`src/rtl/timing_ir_flags.sv`:
```
// Sequence counter, instruction register and 1-bit flags feeding the control unit.
// Latency: state updates on the rising Clock; T/D/I/B are same-cycle decodes of SC/IR. No backpressure.
// Optional SINGLE_STEP_EN adds Step_Mode, which halts S at the end of every instruction.
module timing_ir_flags #(
    parameter int   SC_WIDTH   = 4,
    parameter int   WORD_WIDTH = 16,
    parameter logic S_RESET    = 1'b1
) (
    input  logic                      Clock,
    input  logic                      Reset_n,
    input  logic [WORD_WIDTH-1:0]     Bus_In,
    input  logic                      LD_IR,
    input  logic                      CLR_SC,
    input  logic                      INR_SC,
    input  logic                      Set_S,
    input  logic                      Clear_S,
    input  logic                      Clear_E,
    input  logic                      Comp_E,
    input  logic                      Load_E,
    input  logic                      E_In,
    input  logic                      Set_R,
    input  logic                      Clear_R,
    input  logic                      Set_IEN,
    input  logic                      Clear_IEN,
    input  logic                      In_Strobe,
    input  logic                      Clear_FGI,
    input  logic                      Set_FGO,
    input  logic                      Out_Start,
`ifdef SINGLE_STEP_EN
    input  logic                      Step_Mode,
`endif
    output logic [(2**SC_WIDTH)-1:0]  T,
    output logic [7:0]                D,
    output logic                      I,
    output logic [WORD_WIDTH-5:0]     B,
    output logic                      S,
    output logic                      R,
    output logic                      E,
    output logic                      IEN,
    output logic                      FGI,
    output logic                      FGO
);

    localparam int T_W = 2**SC_WIDTH;

    logic [SC_WIDTH-1:0]   sc;
    logic [WORD_WIDTH-1:0] ir;
    logic                  step_halt;

`ifdef SINGLE_STEP_EN
    // Ending an instruction while stepping drops S so the next fetch waits for Set_S.
    assign step_halt = Step_Mode & CLR_SC & S;
`else
    assign step_halt = 1'b0;
`endif

    always_ff @(posedge Clock or negedge Reset_n) begin
        if (!Reset_n) begin
            sc  <= '0;
            ir  <= '0;
            S   <= S_RESET;
            R   <= 1'b0;
            E   <= 1'b0;
            IEN <= 1'b0;
            FGI <= 1'b0;
            FGO <= 1'b1;
        end else begin
            if (CLR_SC)
                sc <= '0;
            else if (INR_SC && S)
                sc <= sc + SC_WIDTH'(1);

            if (LD_IR)
                ir <= Bus_In;

            if (Clear_S || step_halt)
                S <= 1'b0;
            else if (Set_S)
                S <= 1'b1;

            if (Clear_E)
                E <= 1'b0;
            else if (Load_E)
                E <= E_In;
            else if (Comp_E)
                E <= ~E;

            if (Clear_R)
                R <= 1'b0;
            else if (Set_R)
                R <= 1'b1;

            if (Clear_IEN)
                IEN <= 1'b0;
            else if (Set_IEN)
                IEN <= 1'b1;

            // A character arriving the same cycle INP consumes the previous one must not be lost.
            if (In_Strobe)
                FGI <= 1'b1;
            else if (Clear_FGI)
                FGI <= 1'b0;

            if (Set_FGO)
                FGO <= 1'b1;
            else if (Out_Start)
                FGO <= 1'b0;
        end
    end

    assign T = T_W'(1) << sc;
    assign D = 8'(1) << ir[WORD_WIDTH-2:WORD_WIDTH-4];
    assign I = ir[WORD_WIDTH-1];
    assign B = ir[WORD_WIDTH-5:0];

endmodule

```
`config.mk`:
```
export PLATFORM = sky130hd
export DESIGN_NAME = timing_ir_flags
export DESIGN_NICKNAME = d
export VERILOG_FILES = /design/src/rtl/timing_ir_flags.sv
export SDC_FILE = /design/constraint.sdc
export NUM_CORES = 1
export LEC_CHECK = 0
export CELL_PAD_IN_SITES_DETAIL_PLACEMENT = 1
export CELL_PAD_IN_SITES_GLOBAL_PLACEMENT = 1
export CORE_MARGIN = 1
export CORE_UTILIZATION = 29
export DETAILED_ROUTE_END_ITERATION = 10
export HOLD_SLACK_MARGIN = 0.1
export PLACE_DENSITY_LB_ADDON = 0.1
export SETUP_SLACK_MARGIN = 0.4
export SYNTH_ARGS = -nofsm -noshare
export SYNTH_HDL_FRONTEND = slang
export SYNTH_SLANG_ARGS = --single-unit
```
`constraint.sdc`:
```
create_clock -name Clock -period 3.3 [get_ports Clock]
set_input_delay 0.99 -clock Clock [delete_from_list [all_inputs] [get_ports Clock]]
set_output_delay 0.99 -clock Clock [all_outputs]
set_load 0.005 [all_outputs]
```
# After elaboration in Yosys (flattened, before gate mapping)
# Index checks and enable logic that the tools add are counted.
[classes]
addsub = 1
shifts = 2
mux = 15
bitwise = 1
n_reduce_logical = 8
[ops]
columns = ["operator", "n"]
rows = [
  ["$shl 1x4->16 const A", 1],
  ["$mux 1", 13],
  ["$reduce_bool 2->1", 6],
  ["$mux 4", 2],
  ["$shl 1x3->8 const A", 1],
  ["$add 4x1->4 const B", 1],
  ["$reduce_bool 3->1", 1],
  ["$logic_and 1x1->1", 1],
  ["$not 1->1", 1],
]
[totals]
ff_bits = 26
input_bits = 35
output_inout_bits = 43

# Logic depth before layout (Yosys ltp)
[depth]
depth_word = 4
mapped_depth = 4
mapped_depth_nobuf = 4

# Least setup slack after synthesis
# OpenSTA, ideal clock, no wires.
[synth_timing]
path_type = "register to output"
from = "reg sc[0]"
to = "out T[15]"
t_arrival_ns = 0.933
required_ns = 2.310
setup_slack_ns = 1.377
path_stages_with_launch = 4
cell_sequence = "dfrtp_1 ha_1 ha_1 and2_1"
[synth_between]
elab_chain_cells = 1
[synth_lines]
columns = ["item", "line_no", "text"]
rows = [
  ["start, declared", "46", "logic [SC_WIDTH-1:0] sc;"],
  ["start signal, assigned", "71", "sc <= sc + SC_WIDTH'(1);"],
  ["$shl 1x4->16", "111", "assign T = T_W'(1) << sc;"],
  ["end, declared", "32", "output logic [(2**SC_WIDTH)-1:0] T,"],
]
# No other way between the ends.

# Worst setup path after layout
[layout_timing]
from = "reg sc[1]"
to = "out T[15]"
# The elaborated chain is that of the path after synthesis.

==> flow_summary_export.csv <==
group,metric,value,unit
floorplanning,start_util,30.4,%
placed_design,hpwl,2640,um
detailed_routing,drtPass1Iterations,3,
cts,cts_root_buf,"clkbuf_8",
logic_synthesis,synth_edf_count,0,
final_layout,final_area,2140,um2
logic_synthesis,synthArstFlopShare,100,%
sta,post-route-period-util,81.9,%
logic_synthesis,synth.most_common_cell,"dfrtp_1",
cts,cts_made_buffers,3,
sta,drv_slew,0,
worst_setup_path,worstSetupStartpoint,"sc[1]",
worst_setup_path,crit_arrival,1710,ps
placed_design,placed_area,2070,um2
cts,clk_pin_slew_worst_paths,90,ps
logic_synthesis,syn_inst,119,
placed_design,numPortBuffers,77,
sta,fin_skew,5.47,ps
logic_synthesis,synthTopCellsByArea,"dfrtp_1, mux2_2, buf_4, ha_1, and2_1",
logic_synthesis,synth_warnings,0,
cts,htree_levels,1,
logic_synthesis,netlist.area_leader.share,45.1,%
global_routing,grt_max_degree,27,
cts,cts_buffer_depth,2,
detailed_routing,drc,0,
global_routing,grt_pass1_vias,1159,
cts,cts_tree,"built",
pwr,powerDensity,374,nW/um2
detailed_routing,wl_per_cell,13.7,um
logic_synthesis,syn_area_per_cell,11.2,um2
global_routing,grt_pass1_wl,5470,um
logic_synthesis,ys_types,26,
cts,clock_latency,270,ps
floorplanning,die_area,4870,um2
floorplanning,ios,78,
logic_synthesis,synth.cell_area,1330,um2
worst_setup_path,worstSetupStartpointType,"flip-flop",
final_layout,regArea,653,um2
worst_setup_path,path_cells,"ha_1 -> ha_1 -> and2_1 -> clkdlybuf4s50_1",
cts,post_cts_hold_buffer_count,0,
outcome,status,"finished clean",
sta,max_freq,370,MHz
logic_synthesis,synth-seq-area-share,49.1,%
detailed_routing,antenna_left,0,
worst_setup_path,slowest_stage,"clkdlybuf4s50_1",
final_layout,multiInputGateArea,556,um2
detailed_routing,vias,1082,
worst_setup_path,critPathKind,"reg2out",
global_routing,grt_use_total,14.2,%
sta,fin_tns_setup,0,ps
final_layout,drive_gt1_share,12.9,%
run,maxCapViolations,0,
worst_setup_path,cp-end-kind,"output pin",
sta,holdWs,493,ps
logic_synthesis,netlist.top_cell.by_area,"dfrtp_1",
floorplanning,coreArea,4380,um2
final_layout,fin_util,48.9,%
logic_synthesis,yosys-top-cells-count,"dfrtp_1, mux2_2, buf_4, and2_1, nor2_1",
sta,setup_viol,0,
global_routing,antenna_found_initial,0,
detailed_routing,drt_wl_total,3250,um
final_layout,nFillCells,476,
hold_path,hp-class,"reg2reg",
floorplanning,row_count,24,
sta,rsz0062_at_grt,"no",
final_layout,n_antenna_cell,0,
pwr,peakVddDrop,0.169,mV
floorplanning,fp.dieH,69.8,um
sta,worst_slew_pin_slew,711,ps
worst_setup_path,r2r_start,"S",
global_routing,overflow,0,
cts,cts_resized,0,
cts,numClockSinks,26,
logic_synthesis,syn_nets,160,
hold_path,min_from,"FGI",
logic_synthesis,synth_flop_cell,"dfrtp_1",
worst_setup_path,slowest_delay,440,ps
floorplanning,dieWidth,69.8,um
placed_design,place_congestion,0.719,
sta,finalHoldViolations,0,
detailed_routing,drt_iter0_drc,38,
final_layout,nets,228,
final_layout,area_delta_synth_final,60.9,%
pwr,p_leak,0.909,nW
sta,max_slew_margin,52.4,%
worst_setup_path,cpMostUsedCell,"ha_1",
detailed_routing,vias_per_cell,4.55,
worst_setup_path,cp.required,2310,ps
cts,post_cts_buffers,0,
sta,min_period,2700,ps
worst_setup_path,cpLargestDelayFamily,"buffers and inverters",
worst_setup_path,worst-path-buf-inv,1,
logic_synthesis,ys_seq_elements,26,
worst_setup_path,critPathMaxFanout,5,
layer usage:
layer  vias to the layer above  routed length [um]  share of wire (%)  global-route usage, %
met1                       527                1240                 38                   15.7
li1                        514                   -                  -                      -
met2                        39                1820                 56                   27.3
met4                         0                  19               0.58                   4.67
met3                         2                 178                5.5                   2.33
met5                         -                   0                  0                      0
worst register-to-register path: stages (launching register included):
cell and delay [ps]:
dfstp_2 600, nand2_2 90, or3_1 360, a21oi_1 150
per-stage QoR:
step	power [mW]	setup slack, ps	std cells
2_1_floorplan	0.444	1380	119
3_3_place_gp	0.543	881	234
3_5_place_dp	0.551	817	234
4_1_cts	0.815	563	238
5_1_grt	0.846	483	238
6_report	0.801	596	238
flip-flops by register name, summed over array words and instances, names as in the netlist:
register,count
ir,16
sc,4
E,1
FGI,1
FGO,1
IEN,1
R,1
S,1
cell families after synthesis:
logic type | count (synthesis) | share of synthesized area [%]
buffers and inverters | 20 | 9.21
XOR/XNOR | 2 | 1.32
adder cells (fa/ha/maj) | 6 | 5.64
flip-flops | 26 | 49.1
AND/OR/NAND/NOR | 41 | 17.2
multiplexers | 17 | 14.3
AO/OA/AOI/OAI | 7 | 3.29
path summary, 6_finish.rpt:
kind / end / slack [ps] / depth (start not counted)
worst max register to register: sc[3] / 2030 / 3
worst min-delay path: FGI / 490 / 1
max in group asynchronous: FGO / 1920 / 2
min in group asynchronous: ir[12] / 1090 / 2
worst max-delay path: T[15] / 600 / 4
worst min register to register: FGI / 490 / 1
layout make-up:
cell class / count / share of cell area [%]
clock inverters: 1 / 1.40
well taps: 52 / 3.04
flip-flops and latches: 26 / 30.5
clock buffers: 3 / 1.93
multi-input cells: 73 / 25.9
repair buffers: 78 / 36.3
inverters: 5 / 0.876
where the power goes:
part	total (mW)	switching, mW	internal (mW)
combinational	0.172	0.0513	0.121
sequential	0.370	0.0234	0.346
clock	0.259	0.0966	0.162
cells in the final DEF, fill, tap and decap left out, types with 2 or more instances in the layout:
master / Yosys / final
nor3b_1: 3 / 3
nand3_1: 2 / 2
nand2_1: 2 / 2
nor2_1: 11 / 11
dfrtp_1: 24 / 24
and3_1: 4 / 4
dfstp_2: 2 / 2
clkdlybuf4s50_1: 0 / 77
mux2_2: 16 / 16
and3b_1: 2 / 2
a21oi_1: 3 / 3
inv_1: 5 / 5
a21o_1: 2 / 2
and2_1: 11 / 11
clkbuf_8: 0 / 3
nor2b_1: 3 / 3
ha_1: 6 / 6
(Power assumes the default switching activity.)
